`src/rtl/instruction_fetch_unit_pkg.sv`:
```
// Shared IF/ID definitions: bubble encoding, reset PC, fetch FSM encoding and the
// IF/ID record layout that decode also consumes.
package rv_pipeline_defs;

   localparam int XLEN          = 32;
   localparam int IF_ID_PC_W    = XLEN;
   localparam int IF_ID_INSTR_W = 32;

   localparam logic [XLEN-1:0]          DEFAULT_RESET_PC  = 32'h0000_0000;
   localparam logic [IF_ID_INSTR_W-1:0] DEFAULT_NOP_INSTR = 32'h0000_0013;

   typedef enum logic {
      NORMAL  = 1'b0,
      PENDING = 1'b1
   } fetch_state_e;

   typedef enum logic [1:0] {
      IFID_HOLD   = 2'd0,
      IFID_LOAD   = 2'd1,
      IFID_BUBBLE = 2'd2
   } ifid_op_e;

   typedef struct packed {
      logic [IF_ID_PC_W-1:0]    pc;
      logic [IF_ID_PC_W-1:0]    pc_plus4;
      logic [IF_ID_INSTR_W-1:0] instr;
      logic                     valid;
   } if_id_t;

   function automatic logic [XLEN-1:0] align_word(input logic [XLEN-1:0] a);
      return {a[XLEN-1:2], 2'b00};
   endfunction

endpackage

```
`src/rtl/instruction_fetch_unit_if.sv`:
```
// Fetch-side bus to the instruction cache: address out, word and busywait back.
interface instruction_fetch_unit_if;
   logic [31:0] ICACHE_ADDRESS;
   logic [31:0] ICACHE_READDATA;
   logic        ICACHE_BUSYWAIT;

   modport master (output ICACHE_ADDRESS, input ICACHE_READDATA, input ICACHE_BUSYWAIT);
   modport slave  (input ICACHE_ADDRESS, output ICACHE_READDATA, output ICACHE_BUSYWAIT);
endinterface

```
`src/rtl/instruction_fetch_unit_if_id_register.sv`:
```
// IF/ID pipeline register with load / hold / bubble controls.
module if_id_register
   import rv_pipeline_defs::*;
#(
   parameter logic [IF_ID_INSTR_W-1:0] NOP_INSTR = DEFAULT_NOP_INSTR
) (
   input  logic                     clk_i,
   input  logic                     rst_i,
   input  ifid_op_e                 op_i,
   input  logic [IF_ID_PC_W-1:0]    pc_i,
   input  logic [IF_ID_INSTR_W-1:0] instr_i,
   output if_id_t                   if_id_o
);

   if_id_t ifid_q, ifid_d;

   // A bubble keeps the PC fields so the last fetched address stays visible to debug.
   always_comb begin
      ifid_d = ifid_q;
      unique case (op_i)
         IFID_LOAD: begin
            ifid_d.pc       = pc_i;
            ifid_d.pc_plus4 = pc_i + 32'd4;
            ifid_d.instr    = instr_i;
            ifid_d.valid    = 1'b1;
         end
         IFID_BUBBLE: begin
            ifid_d.instr = NOP_INSTR;
            ifid_d.valid = 1'b0;
         end
         default: ;
      endcase
   end

   always_ff @(posedge clk_i) begin
      if (rst_i) begin
         ifid_q.pc       <= '0;
         ifid_q.pc_plus4 <= '0;
         ifid_q.instr    <= NOP_INSTR;
         ifid_q.valid    <= 1'b0;
      end else begin
         ifid_q <= ifid_d;
      end
   end

   assign if_id_o = ifid_q;

endmodule

```
`src/rtl/instruction_fetch_unit.sv`:
```
// IF stage: owns the PC, drives the I-cache, handles stalls and EX redirects
// (including redirects that land during a miss) and feeds the IF/ID register.
module instruction_fetch_unit
   import rv_pipeline_defs::*;
#(
   parameter logic [31:0] RESET_PC    = DEFAULT_RESET_PC,
   parameter logic [31:0] NOP_INSTR   = DEFAULT_NOP_INSTR,
   parameter int          STALL_CNT_W = 16
) (
   input  logic                    CLK,
   input  logic                    RESET,
   instruction_fetch_unit_if.master icache,
   input  logic                    BRANCH_TAKEN,
   input  logic [31:0]             BRANCH_TARGET,
   input  logic                    STALL,
   output logic [31:0]             IF_ID_PC,
   output logic [31:0]             IF_ID_PC_PLUS4,
   output logic [31:0]             IF_ID_INSTR,
   output logic                    IF_ID_VALID,
   output logic                    REDIRECT_PENDING,
   output logic [STALL_CNT_W-1:0]  MISS_STALL_CYCLES
);

   fetch_state_e           state_q, state_d;
   logic [31:0]            pc_q, pc_d;
   logic [31:0]            pend_tgt_q, pend_tgt_d;
   logic [STALL_CNT_W-1:0] stall_cnt_q, stall_cnt_d;
   logic [31:0]            br_tgt;
   logic                   busy;
   ifid_op_e               ifid_op;
   if_id_t                 ifid;

   assign busy                  = icache.ICACHE_BUSYWAIT;
   assign br_tgt                = align_word(BRANCH_TARGET);
   assign icache.ICACHE_ADDRESS = pc_q;

   // The address must stay put while the cache refills, so a redirect seen
   // during a miss is parked and only applied once BUSYWAIT drops.
   always_comb begin
      state_d    = state_q;
      pc_d       = pc_q;
      pend_tgt_d = pend_tgt_q;
      ifid_op    = IFID_HOLD;
      if (BRANCH_TAKEN && !busy) begin
         pc_d       = br_tgt;
         pend_tgt_d = '0;
         state_d    = NORMAL;
         ifid_op    = IFID_BUBBLE;
      end else if (BRANCH_TAKEN) begin
         pend_tgt_d = br_tgt;
         state_d    = PENDING;
         ifid_op    = IFID_BUBBLE;
      end else if (state_q == PENDING && !busy) begin
         pc_d    = pend_tgt_q;
         state_d = NORMAL;
         ifid_op = IFID_BUBBLE;
      end else if (busy) begin
         ifid_op = STALL ? IFID_HOLD : IFID_BUBBLE;
      end else if (!STALL) begin
         pc_d    = pc_q + 32'd4;
         ifid_op = IFID_LOAD;
      end
   end

   always_comb begin
      stall_cnt_d = stall_cnt_q;
      if (busy && stall_cnt_q != '1) stall_cnt_d = stall_cnt_q + STALL_CNT_W'(1);
   end

   always_ff @(posedge CLK) begin
      if (RESET) begin
         state_q     <= NORMAL;
         pc_q        <= RESET_PC;
         pend_tgt_q  <= '0;
         stall_cnt_q <= '0;
      end else begin
         state_q     <= state_d;
         pc_q        <= pc_d;
         pend_tgt_q  <= pend_tgt_d;
         stall_cnt_q <= stall_cnt_d;
      end
   end

   if_id_register #(.NOP_INSTR(NOP_INSTR)) u_if_id (
      .clk_i   (CLK),
      .rst_i   (RESET),
      .op_i    (ifid_op),
      .pc_i    (pc_q),
      .instr_i (icache.ICACHE_READDATA),
      .if_id_o (ifid)
   );

   assign IF_ID_PC          = ifid.pc;
   assign IF_ID_PC_PLUS4    = ifid.pc_plus4;
   assign IF_ID_INSTR       = ifid.instr;
   assign IF_ID_VALID       = ifid.valid;
   assign REDIRECT_PENDING  = (state_q == PENDING);
   assign MISS_STALL_CYCLES = stall_cnt_q;

endmodule
```
`src/flat_wrapper.sv`:
```
// flat-port wrapper written by rule: the top's interface ports become plain ports
module instruction_fetch_unit_flat import rv_pipeline_defs::*;
#(
   parameter logic [31:0] RESET_PC    = DEFAULT_RESET_PC,
   parameter logic [31:0] NOP_INSTR   = DEFAULT_NOP_INSTR,
   parameter int          STALL_CNT_W = 16
)
  (CLK, RESET, BRANCH_TAKEN, BRANCH_TARGET, STALL, IF_ID_PC, IF_ID_PC_PLUS4, IF_ID_INSTR, IF_ID_VALID, REDIRECT_PENDING, MISS_STALL_CYCLES, icache_ICACHE_ADDRESS, icache_ICACHE_READDATA, icache_ICACHE_BUSYWAIT);
  instruction_fetch_unit_if icache_i ();
  input  logic CLK;
  input  logic RESET;
  input  logic BRANCH_TAKEN;
  input  logic [31:0] BRANCH_TARGET;
  input  logic STALL;
  output logic [31:0] IF_ID_PC;
  output logic [31:0] IF_ID_PC_PLUS4;
  output logic [31:0] IF_ID_INSTR;
  output logic IF_ID_VALID;
  output logic REDIRECT_PENDING;
  output logic [STALL_CNT_W-1:0] MISS_STALL_CYCLES;
  output wire logic [$bits(icache_i.ICACHE_ADDRESS)-1:0] icache_ICACHE_ADDRESS;
  input wire logic [$bits(icache_i.ICACHE_READDATA)-1:0] icache_ICACHE_READDATA;
  input wire logic [$bits(icache_i.ICACHE_BUSYWAIT)-1:0] icache_ICACHE_BUSYWAIT;
  assign icache_ICACHE_ADDRESS = icache_i.ICACHE_ADDRESS;
  assign icache_i.ICACHE_READDATA = icache_ICACHE_READDATA;
  assign icache_i.ICACHE_BUSYWAIT = icache_ICACHE_BUSYWAIT;
  instruction_fetch_unit #(.RESET_PC(RESET_PC), .NOP_INSTR(NOP_INSTR), .STALL_CNT_W(STALL_CNT_W)) u_core (.CLK(CLK), .RESET(RESET), .icache(icache_i), .BRANCH_TAKEN(BRANCH_TAKEN), .BRANCH_TARGET(BRANCH_TARGET), .STALL(STALL), .IF_ID_PC(IF_ID_PC), .IF_ID_PC_PLUS4(IF_ID_PC_PLUS4), .IF_ID_INSTR(IF_ID_INSTR), .IF_ID_VALID(IF_ID_VALID), .REDIRECT_PENDING(REDIRECT_PENDING), .MISS_STALL_CYCLES(MISS_STALL_CYCLES));
endmodule
```
`config.mk`:
```
export PLATFORM = sky130hd
export DESIGN_NAME = instruction_fetch_unit_flat
export DESIGN_NICKNAME = d
export VERILOG_FILES = /design/src/rtl/instruction_fetch_unit_pkg.sv /design/src/rtl/instruction_fetch_unit_if.sv /design/src/rtl/instruction_fetch_unit_if_id_register.sv /design/src/rtl/instruction_fetch_unit.sv /design/src/flat_wrapper.sv
export SDC_FILE = /design/constraint.sdc
export NUM_CORES = 1
export LEC_CHECK = 0
export CAP_MARGIN = 15
export CORE_MARGIN = 4
export CORE_UTILIZATION = 54
export CTS_BUF_LIST = sky130_fd_sc_hd__clkbuf_8
export CTS_CLUSTER_DIAMETER = 80
export DETAILED_ROUTE_END_ITERATION = 8
export GPL_TIMING_DRIVEN = 0
export PLACE_DENSITY = 0.89
export SETUP_SLACK_MARGIN = 0.05
export SYNTH_ARGS = -nofsm -noshare
export SYNTH_HDL_FRONTEND = slang
export SYNTH_SLANG_ARGS = --single-unit
```
`constraint.sdc`:
```
create_clock -name CLK -period 4.1 [get_ports CLK]
set_input_delay 0.82 -clock CLK [delete_from_list [all_inputs] [get_ports CLK]]
set_output_delay 0.82 -clock CLK [all_outputs]
set_load 0.02 [all_outputs]
```
# Yosys cells after proc, flatten, opt, wreduce, memory -nomap -nowiden
# Index checks and enable logic that the tools add are counted.
# classes
add_sub_neg,2
eq_ne,8
bitwise,1
reduce_logical,9
muxes,14
# op_table
operator,count
$mux W32,5
$pmux W33 S2,1
$add A32 B3 Y32 const B,1
$add A16 B1 Y16 const B,1
$ne A16 B16 Y1 const B,1
$mux W2,5
$ne A2 B1 Y1 const B,3
$ne A3 B1 Y1 const B,2
$reduce_and A3 Y1,2
$reduce_bool A2 Y1,2
$logic_and A1 B1 Y1,3
$mux W1,3
$eq A2 B1 Y1 const B,1
$eq A2 B2 Y1 const B,1
$reduce_or A2 Y1,1
$logic_not A1 Y1,1
$not A1 Y1,1
# word_totals
input_bits,69
regBits,176
word_cells,43
output_inout_bits,146

# Logic depth before layout (Yosys ltp)
# Gate-level depths: netlist of run 1.
# logic_depth
ltp_word,7
depth_mapped,14
ltp_nobuf,8

# Cells and area by module
# From an unflattened synthesis of run 1, not the netlist that was laid out.
# unflattened
hier_cells,936
area_unflattened_um2,8102.8
# modules_own_cells
module,instances,seq_area_each_um2,area_each_um2,cells_per_inst
instruction_fetch_unit,1,1581.5,4205.3,506
if_id_register,1,1901.8,3897.5,430

# Worst setup path before layout of run 1
# Ideal clock, no wire load.
# synth_timing
path_kind,input to register
from,input port icache_ICACHE_BUSYWAIT
to,"register u_core.u_if_id.ifid_q, in the netlist u_core.u_if_id.if_id_o[22]"
cell_stages,13
n_path_buf,5
setup_slack_ns,1.104
setup_time_ns,0.065
arrival_time_ns,2.931
t_required_ns,4.035
cell_sequence,nor2b_1 -> clkbuf_1 -> nor2_1 -> clkbuf_1 -> o21ai_0 -> inv_1 -> ha_1 -> clkbuf_1 -> nor2_1 -> clkbuf_1 -> clkbuf_1 -> a22oi_1 -> nor2_1
# synth_between
elab_chain_cells,7
elab_cells_between_ends,11
classes_between,eq/ne: 2; mux: 5; reduce/logical: 4
# synth_lines
element,line_no,rtl
from (decl),flat_wrapper.sv:23,input wire logic [$bits(icache_i.ICACHE_BUSYWAIT)-1:0] icache_ICACHE_BUSYWAIT;
$logic_not A1 Y1,"instruction_fetch_unit.sv:44, instruction_fetch_unit.sv:53",
$logic_and A1 B1 Y1,instruction_fetch_unit.sv:53,end else if (state_q == PENDING && !busy) begin
$mux W2,instruction_fetch_unit.sv:53,
$mux W2,instruction_fetch_unit.sv:49,end else if (BRANCH_TAKEN) begin
$mux W2 *,instruction_fetch_unit.sv:44,if (BRANCH_TAKEN && !busy) begin
$eq A2 B2 Y1 / $eq A2 B1 Y1 (equally long branches),instruction_fetch_unit_if_id_register.sv:20,unique case (op_i)
$pmux W33 S2 / $reduce_bool A2 Y1 (equally long branches),--,
to (signal assigned),instruction_fetch_unit_if_id_register.sv:42,ifid_q <= ifid_d;
to (decl),instruction_fetch_unit_if_id_register.sv:15,"if_id_t ifid_q, ifid_d;"
# Every way passes the cells marked *; elsewhere a longest branch is shown, timed or not.
# A chain may end at the register's enable or synchronous reset.

# Worst setup path after layout of run 1
# layout_timing
from,input port icache_ICACHE_BUSYWAIT
to,"register u_core.u_if_id.ifid_q, in the netlist u_core.u_if_id.if_id_o[57]"
# layout_between
elab_chain_cells,6
elab_cells_between_ends,8
classes_between,eq/ne: 1; mux: 4; reduce/logical: 3
# layout_lines
element,line_no
$logic_not A1 Y1,"instruction_fetch_unit.sv:44, instruction_fetch_unit.sv:53"
$logic_and A1 B1 Y1,instruction_fetch_unit.sv:53
$mux W2,instruction_fetch_unit.sv:53
$mux W2,instruction_fetch_unit.sv:49
$mux W2 *,instruction_fetch_unit.sv:44
$eq A2 B1 Y1 *,instruction_fetch_unit_if_id_register.sv:20
# Marked as above.

==> qor.yml, run 1 <==
fillers: 1007
power_leakage_uw: 0.003641
hold_violations: 0
power_frac_comb_pct: 16.4
path_clk_slew_ps: 90
clk_latency_ps: 480
final_util_pct: 74.72
clkPwrFrac_pct: 32.7
crit_path_start: "icache_ICACHE_BUSYWAIT"
die_area_um2: 16230
ctsHoldBuffers: 0
area_growth_syn_to_layout_pct: 35.27
portBuffers: 211
cp.arrival_ps: 4270
core.rowCount: 43
critPathCapture: "u_core.u_if_id.if_id_o[57]"
wl_per_cell_um: 19.71
seqPwrFrac_pct: 50.9
grt_pass1_wl_mm: 38.77
ys.flop_type: "dfxtp_1"
switching_power_uw: 1006
multiInputGateArea_um2: 3845
cts_tree: "done"
fmax_mhz: 253.6
peakVddDrop_v: 0.0002743
antenna_left: 0
drive_above_1_share_pct: 6.250
worst_setup_path_end_kind: "flop"
syn_inst: 861
rsz0062_at_grt: "false"
grt_usage_pct: 30.17
post_cts_resized: 0
avgSynthCellArea_um2: 8.940
critPathKind: "in2reg"
core_area_um2: 13930
htreeDepth: 4
post_cts_buffers: 0
reg2reg_from: "u_core.REDIRECT_PENDING"
finalPower_uw: 3563
die_w_um: 127.4
switching_share_pct: 28.24
intPower_uw: 2557
rr_endpoint: "u_core.u_if_id.if_id_o[57]"
syn_area_um2: 7697
finClkSkew_ps: 14.11
setup_viol: 0
synth_edf_count: 0
mostFrequentLayoutCells: "clkdlybuf4s50_1, dfxtp_1, nor2_1"
drtPass1Iterations: 8
clock_sinks: 174
drt_iter0_drc: 841
synth_warnings: 0
totalWireLength_mm: 25.30
start_util_pct: 55.24
start_kind: "input pin"
synth.ff_latch_count: 174
vias_per_cell: 6.041
antenna_found_initial: 0
synth_cell_type_count: 67
regArea_um2: 3483
period_minus_slack_ps: 3943
r2r.worst_path.cells: 12
nets: 1164
cts_root_buf: "clkbuf_8"
hold_path.class: "reg2reg"
cp.required_ps: 4430
grt_max_degree: 17
slew_headroom_pct: 40.16
slew_violations: 0
status: "complete, no violations"
vias: 7757
p_per_area_nw_per_um2: 342.2
die_y_um: 127.4
r2r_setup_slack_ps: 380
cts_buffers: 17
drv_cap: 0
whs_ps: 471.8
n_antenna_cell: 0
grt_overflow_total: 0
drc: 0
io_pins: 215
place.gp.congestion: 0.9341
final_common_cell: "clkdlybuf4s50_1"
cp_max_fo: 10
syn-num-nets: 934
min_period_over_period_pct: 96.18
seq_area_frac_synth_pct: 45.25
async_reset_ff_share_pct: 0
grt_pass1_vias: 7390
tightest_slew_ps: 897.6
clockBufferDepth: 2
dp_hpwl_mm: 18.88
cell usage after synthesis (6+ instances only):
cell type | n | area, µm²
and4_1 | 6 | 52.55
nor2_1 | 162 | 608.1
a211oi_1 | 32 | 240.2
and3_1 | 7 | 43.79
a22oi_1 | 34 | 255.2
clkbuf_1 | 47 | 176.4
a21oi_1 | 25 | 125.1
xor2_1 | 11 | 96.34
nand4_1 | 11 | 68.82
dfxtp_1 | 174 | 3483
nand3_1 | 16 | 80.08
buf_1 | 10 | 37.54
nor3_1 | 17 | 85.08
o21ai_0 | 18 | 90.09
mux2i_1 | 68 | 680.7
nand2b_1 | 14 | 87.58
o22ai_1 | 6 | 37.54
inv_1 | 13 | 48.80
buf_2 | 12 | 60.06
nor4_1 | 9 | 56.30
a31oi_1 | 8 | 50.05
nand2_1 | 32 | 120.1
xnor2_1 | 23 | 201.4
o32ai_1 | 6 | 52.55
metrics by stage:
| step | setup TNS [ps] | instances | cell area [µm²] | setup slack, ps |
|---|---|---|---|---|
| after global placement | -20270 | 1252 | 10030 | -403.1 |
| final | 0 | 1284 | 10410 | 156.7 |
| after detailed placement | -23860 | 1252 | 10030 | -441.1 |
| after global routing | 0 | 1284 | 10410 | 58.66 |
| after floorplan | 0 | 861 | 7697 | 1104 |
| after CTS | 0 | 1284 | 10410 | 60.51 |
cells by family after synthesis:
logic type | synth area share, %
and+or+nand+nor | 19.44
AOI/OAI and AO/OA | 16.86
DFF | 45.25
buffers and inverters | 4.795
muxes | 9.135
xor gates and xnor gates | 3.869
adders and majority gates | 0.6502
power groups by stage:
stage	Sequential [µW]	Clock (µW)	Combinational, µW
floorplan	1900	0	251
global placement	1850	0	562
detailed placement	1850	0	572
CTS	1810	1160	576
global route	1820	1240	619
finish	1810	1160	586
per-layer routing:
layer,up-vias,GRT usage (%),part of all wire [%]
met1,3632,39.48,40
li1,3555,-,-
met4,0,11.29,2.9
met3,74,7.191,10
met5,-,0,0
met2,496,48.59,47
area by class of cell:
| cell class | instances | share of cell area, % |
|---|---|---|
| multi-input cells | 597 | 36.93 |
| plain buffers | 76 | 3.064 |
| well taps | 180 | 2.163 |
| flip-flops and latches | 174 | 33.45 |
| clock buffers | 18 | 2.379 |
| clock inverters | 14 | 1.226 |
| inverters | 14 | 0.5047 |
| repair buffers | 211 | 20.28 |
worst max-delay path, cell delays in order:
cell and delay (ps):
clkdlybuf4s50_1 540, nor2b_1 60, clkbuf_1 240, nor2_1 370, clkbuf_2 370, o21ai_0 190, inv_1 90, ha_1 140
clkbuf_1 340, clkbuf_1 550, clkbuf_1 420, a211oi_1 140
sequential cells by signal, indices dropped and copies added (netlist names):
| register | count |
|---|---|
| u_core.REDIRECT_PENDING | 1 |
| u_core.MISS_STALL_CYCLES | 16 |
| u_core.pend_tgt_q | 30 |
| u_core.u_if_id.if_id_o | 95 |
| u_core.icache.ICACHE_ADDRESS | 32 |
worst min-delay path by stage:
stage | startpoint | endpoint | slack [ps] | cells past startpoint
after floorplan | u_core.pend_tgt_q[3] | u_core.pend_tgt_q[3] | 450 | 2
after CTS | u_core.u_if_id.if_id_o[0] | u_core.u_if_id.if_id_o[0] | 470 | 2
after detailed placement | u_core.u_if_id.if_id_o[0] | u_core.u_if_id.if_id_o[0] | 460 | 2
after global routing | u_core.pend_tgt_q[3] | u_core.pend_tgt_q[3] | 500 | 2
final | u_core.u_if_id.if_id_o[0] | u_core.u_if_id.if_id_o[0] | 470 | 2
after global placement | u_core.pend_tgt_q[3] | u_core.pend_tgt_q[3] | 450 | 2
(Power assumes the default switching activity.)
==> run 2, diff against run 1 <==
--- a/config.mk
+++ b/config.mk
@@ -6,10 +6,9 @@
 export NUM_CORES = 1
 export LEC_CHECK = 0
 export CAP_MARGIN = 15
-export CORE_MARGIN = 4
 export CORE_UTILIZATION = 54
 export CTS_BUF_LIST = sky130_fd_sc_hd__clkbuf_8
-export CTS_CLUSTER_DIAMETER = 80
+export CTS_CLUSTER_DIAMETER = 200
 export DETAILED_ROUTE_END_ITERATION = 8
 export GPL_TIMING_DRIVEN = 0
 export PLACE_DENSITY = 0.89
==> qor.yml, run 2 (synthesis results as in run 1) <==
cp.arrival_ps: 4410
clockBufferDepth: 2
intPower_uw: 2815
crit_top_cell: "clkbuf_1"
cts_root_buf: "clkbuf_8"
vias_per_cell: 6.134
final_common_cell: "clkdlybuf4s50_1"
clkPwrFrac_pct: 37.7
drt_iter0_drc: 952
grt_usage_pct: 34.39
grt_overflow_total: 0
io_pins: 215
place.gp.congestion: 0.9552
path_clk_slew_ps: 100
rsz0062_at_grt: "false"
clk_latency_ps: 480
die_area_um2: 14740
rr_endpoint: "u_core.u_if_id.if_id_o[27]"
setup_viol: 0
cp.buffers_inverters: 7
reg2reg_from: "u_core.REDIRECT_PENDING"
worst_setup_path_end_kind: "flop"
min_path_cells: 2
drive_above_1_share_pct: 6.346
grt_pass1_wl_mm: 38.79
power_leakage_uw: 0.003669
finClkSkew_ps: 10.93
cts_tree: "done"
area_growth_syn_to_layout_pct: 36.69
drc: 0
drtPass1Iterations: 7
path_depth: 14
nets: 1164
slew_headroom_pct: 37.97
p_per_area_nw_per_um2: 366.3
hold_path.class: "reg2reg"
peakVddDrop_v: 0.0002542
dp_hpwl_mm: 17.91
switching_share_pct: 26.96
clock_sinks: 174
r2r_setup_slack_ps: 270
fmax_mhz: 250.5
power_frac_comb_pct: 15.2
status: "complete, no violations"
mostFrequentLayoutCells: "clkdlybuf4s50_1, dfxtp_1, nor2_1"
r2r.worst_path.cells: 14
cp_max_fo: 10
period_minus_slack_ps: 3991
totalWireLength_mm: 25.24
wl_per_cell_um: 19.65
start_util_pct: 55.45
start_kind: "input pin"
die_y_um: 121.4
path_cells: "clkdlybuf4s50_1 > nor2b_1 > clkbuf_1 > nor2_1 > clkbuf_2 > o21ai_0 > inv_1 > ha_1 > clkbuf_1 > nor2_1 > clkbuf_1 > clkbuf_1 > a22oi_1 > nor2_1"
crit_slowest_cell: "clkdlybuf4s50_1"
grt_max_degree: 17
cts_buffers: 17
antenna_left: 0
critPathKind: "in2reg"
die_w_um: 121.4
final_area_um2: 10520
htreeDepth: 4
fillers: 997
min_period_over_period_pct: 97.35
grt_pass1_vias: 7495
seqPwrFrac_pct: 47.1
core_area_um2: 13880
slew_violations: 0
core.rowCount: 43
cpPeakStageDelay_ps: 520
cp.required_ps: 4520
vias: 7876
portBuffers: 211
tightest_slew_ps: 930.4
largest_reg_flops: 95
hp-start: "u_core.u_if_id.if_id_o[0]"
drv_cap: 0
switching_power_uw: 1039
antenna_found_initial: 1
hold_violations: 0
postPlaceCellArea_um2: 10030
final_util_pct: 75.80
critPathTopFamily: "buffers and inverters"
whs_endpoint: "u_core.u_if_id.if_id_o[0]"
run 2: cell types whose count changed in the layout (fill, tap and decap cells not counted), sizes merged:
cell	previous run	this run
clkinvlp	1	3
inv	15	16
diode	0	1
clkinv	10	2
bufinv	2	6
run 2: layout make-up:
type | count | area (µm²) | area share (%)
inverter | 14 | 52.55 | 0.4995
multi-input combinational | 597 | 3845 | 36.54
clock inverter | 13 | 234.0 | 2.224
timing repair buffer | 211 | 2112 | 20.07
sequential | 174 | 3483 | 33.11
antenna | 1 | 2.502 | 0.02378
clock buffer | 18 | 247.7 | 2.355
buffer | 76 | 319.1 | 3.032
tap | 180 | 225.2 | 2.141
run 2: worst min-delay path, cell delays in order, from the launching register on:
cell	delay (ps)
dfxtp_1	320
nand2_1	60
a21oi_1	60
run 2: what timing repair did:
action | 4_1_cts | 5_1_grt
gates resized for setup | 2 | 0
setup buffers | 0 | 0
setup endpoints to repair | 21 | 0
hold buffers | 0 | 0
run 2: how the worst max path moves through the flow:
stage	startpoint	end
after detailed placement	icache_ICACHE_BUSYWAIT	u_core.u_if_id.if_id_o[44]
final	icache_ICACHE_BUSYWAIT	u_core.u_if_id.if_id_o[27]
after global placement	icache_ICACHE_BUSYWAIT	u_core.u_if_id.if_id_o[45]
after floorplan	icache_ICACHE_BUSYWAIT	u_core.u_if_id.if_id_o[22]
after CTS	icache_ICACHE_BUSYWAIT	u_core.u_if_id.if_id_o[27]
after global routing	icache_ICACHE_BUSYWAIT	u_core.u_if_id.if_id_o[25]
run 2: stage by stage:
stage               instances  total power [µW]  TNS, ps  worst slack (ps)  hold slack [ps]
floorplan                 861              2148        0              1104            445.0
global placement         1252              2408   -21900            -433.0            453.2
detailed placement       1252              2418   -26660            -504.6            460.6
CTS                      1283              3838        0             259.5            474.1
global route             1284              3973        0             52.37            499.3
finish                   1284              3854        0             108.7            476.9
run 2: power groups by stage:
| stage | registers (µW) | clock network [µW] | logic (µW) |
|---|---|---|---|
| after floorplan | 1900 | 0 | 251 |
| after global placement | 1850 | 0 | 561 |
| after detailed placement | 1850 | 0 | 569 |
| after CTS | 1810 | 1450 | 574 |
| after global routing | 1820 | 1530 | 621 |
| final | 1810 | 1450 | 587 |
run 2: per-layer routing:
metal / GRT usage [%] / share of wire (%) / routed length, µm
met1: 44.10 / 40 / 10070
met2: 52.88 / 45 / 11350
met3: 9.586 / 11 / 2794
met4: 16.98 / 4.0 / 1022
met5: 0 / 0 / 0
==> run 3, diff against run 2 <==
--- a/config.mk
+++ b/config.mk
@@ -6,6 +6,7 @@
 export NUM_CORES = 1
 export LEC_CHECK = 0
 export CAP_MARGIN = 15
+export CORE_ASPECT_RATIO = 1.5
 export CORE_UTILIZATION = 54
 export CTS_BUF_LIST = sky130_fd_sc_hd__clkbuf_8
 export CTS_CLUSTER_DIAMETER = 200
==> qor.yml, run 3 (synthesis results as in run 1) <==
dp_cells: 1264
area_growth_syn_to_layout_pct: 35.89
cts_root_buf: "clkbuf_8"
grt_max_degree: 18
layout_setup_ws_ps: 333.7
finClkSkew_ps: 13.44
p_per_area_nw_per_um2: 346.6
antenna_found_initial: 1
final_area_um2: 10460
cpPeakStageDelay_ps: 700
hold_path.class: "reg2reg"
vias: 7725
grt_usage_pct: 33.38
cts_tree: "done"
tightest_slew_ps: 862.8
die_w_um: 99.49
r2r.worst_path.cells: 14
critPathKind: "in2reg"
finalPower_uw: 3626
status: "finished, violations left"
worst_setup_path_end_kind: "flop"
die_area_um2: 14750
peakVddDrop_v: 0.0002214
slew_headroom_pct: 42.48
cp.required_ps: 4430
clock_sinks: 174
htreeDepth: 4
post_cts_buffers: 0
core.rowCount: 53
drive_above_1_share_pct: 6.612
period_minus_slack_ps: 3766
crit_slowest_cell: "clkbuf_1"
rsz0062_at_grt: "false"
regArea_um2: 3483
io_pins: 215
postPlaceCellArea_um2: 10050
multiInputGateArea_um2: 3845
start_kind: "input pin"
mostFrequentLayoutCells: "clkdlybuf4s50_1, dfxtp_1, nor2_1"
critPathTopFamily: "buffers and inverters"
drt_iter0_drc: 738
cp_max_fo: 10
path_depth: 12
slew_violations: 0
crit_path_start: "icache_ICACHE_BUSYWAIT"
fmax_mhz: 265.5
reg2reg_from: "u_core.REDIRECT_PENDING"
cts_buffers: 17
grt_overflow_total: 0
start_util_pct: 55.01
die_y_um: 148.2
hold_violations: 0
clockBufferDepth: 2
portBuffers: 211
nets: 1164
largest_reg_flops: 95
grt_pass1_vias: 7742
power_leakage_uw: 0.003648
critPathCapture: "u_core.u_if_id.if_id_o[95]"
vias_per_cell: 5.956
drtPass1Iterations: 8
path_clk_slew_ps: 100
place.gp.congestion: 0.9497
rr_endpoint: "u_core.u_if_id.if_id_o[28]"
violations: "design-rule violations"
final_util_pct: 74.76
totalWireLength_mm: 24.56
drc: 3
grt_pass1_wl_mm: 38.66
setup_viol: 0
crit_top_cell: "clkbuf_1"
wl_per_cell_um: 18.93
fillers: 1023
r2r_setup_slack_ps: 420
final_cell_count_no_fill: 1297
core_area_um2: 13990
cp.buffers_inverters: 6
drv_cap: 0
post-place-ws_ps: -507.9
clk_latency_ps: 460
antenna_left: 0
path_cells: "clkdlybuf4s50_1 > nor2b_1 > clkbuf_1 > nor2_1 > clkbuf_2 > o21ai_0 > inv_1 > ha_1 > clkbuf_1 > clkbuf_1 > mux2i_1 > nor2_1"
dp_hpwl_mm: 18.24
cp.arrival_ps: 4090
final_common_cell: "clkdlybuf4s50_1"
min_period_over_period_pct: 91.86
run 3: power by group:
group / switching [µW] / internal, µW
clock network: 695 / 540
registers: 56.8 / 1750
logic: 322 / 257
total: 1070 / 2550
run 3: repair_timing:
item / in CTS / in global routing
endpoints found under the setup margin: 10 / 65
gates resized for setup: 1 / 6
endpoints found under the hold margin: 0 / 0
hold buffers: 0 / 0
pin swaps: 0 / 0
run 3: how the worst min path moves through the flow:
stage                         startpoint                         to  slack (ps)  depth (start not counted)
6_report       u_core.u_if_id.if_id_o[0]  u_core.u_if_id.if_id_o[0]         470                          2
5_1_grt             u_core.pend_tgt_q[8]       u_core.pend_tgt_q[8]         500                          2
4_1_cts        u_core.u_if_id.if_id_o[0]  u_core.u_if_id.if_id_o[0]         470                          2
3_5_place_dp   u_core.u_if_id.if_id_o[0]  u_core.u_if_id.if_id_o[0]         460                          2
3_3_place_gp        u_core.pend_tgt_q[3]       u_core.pend_tgt_q[3]         450                          2
2_1_floorplan       u_core.pend_tgt_q[3]       u_core.pend_tgt_q[3]         450                          2
run 3: worst register-to-register path, delay by kind of cell, from the launching register on:
kind	cells	cell delay, ps
buffers and inverters	7	2000
and+or+nand+nor	4	650
DFF	1	400
AOI/OAI and AO/OA	2	300
adders and majority gates	1	290
run 3: through the flow:
step	TNS, ps	hold WS, ps
after floorplan	0	445.0
after global placement	-17680	452.9
after detailed placement	-21860	458.4
after CTS	0	473.6
after global routing	0	501.9
final	0	474.0
run 3: final cells by class:
type,instances,share of cell area [%]
Inverter,14,0.5024
Sequential cell,174,33.30
Multi-Input combinational cell,597,36.76
Clock buffer,19,2.500
Antenna cell,1,0.02392
Tap cell,192,2.297
Clock inverter,13,1.352
Timing Repair Buffer,211,20.19
Buffer,76,3.074
run 3: metal layers:
layer  share of wire [%]  track usage [%]  up-vias  wire (µm)
li1                    -                -     3555          -
met1                  35            35.00     3573       8572
met2                  50            60.17      490      12380
met3                 9.6            8.036      107       2359
met4                 5.1            19.34        0       1241
met5                   0                0        -          0
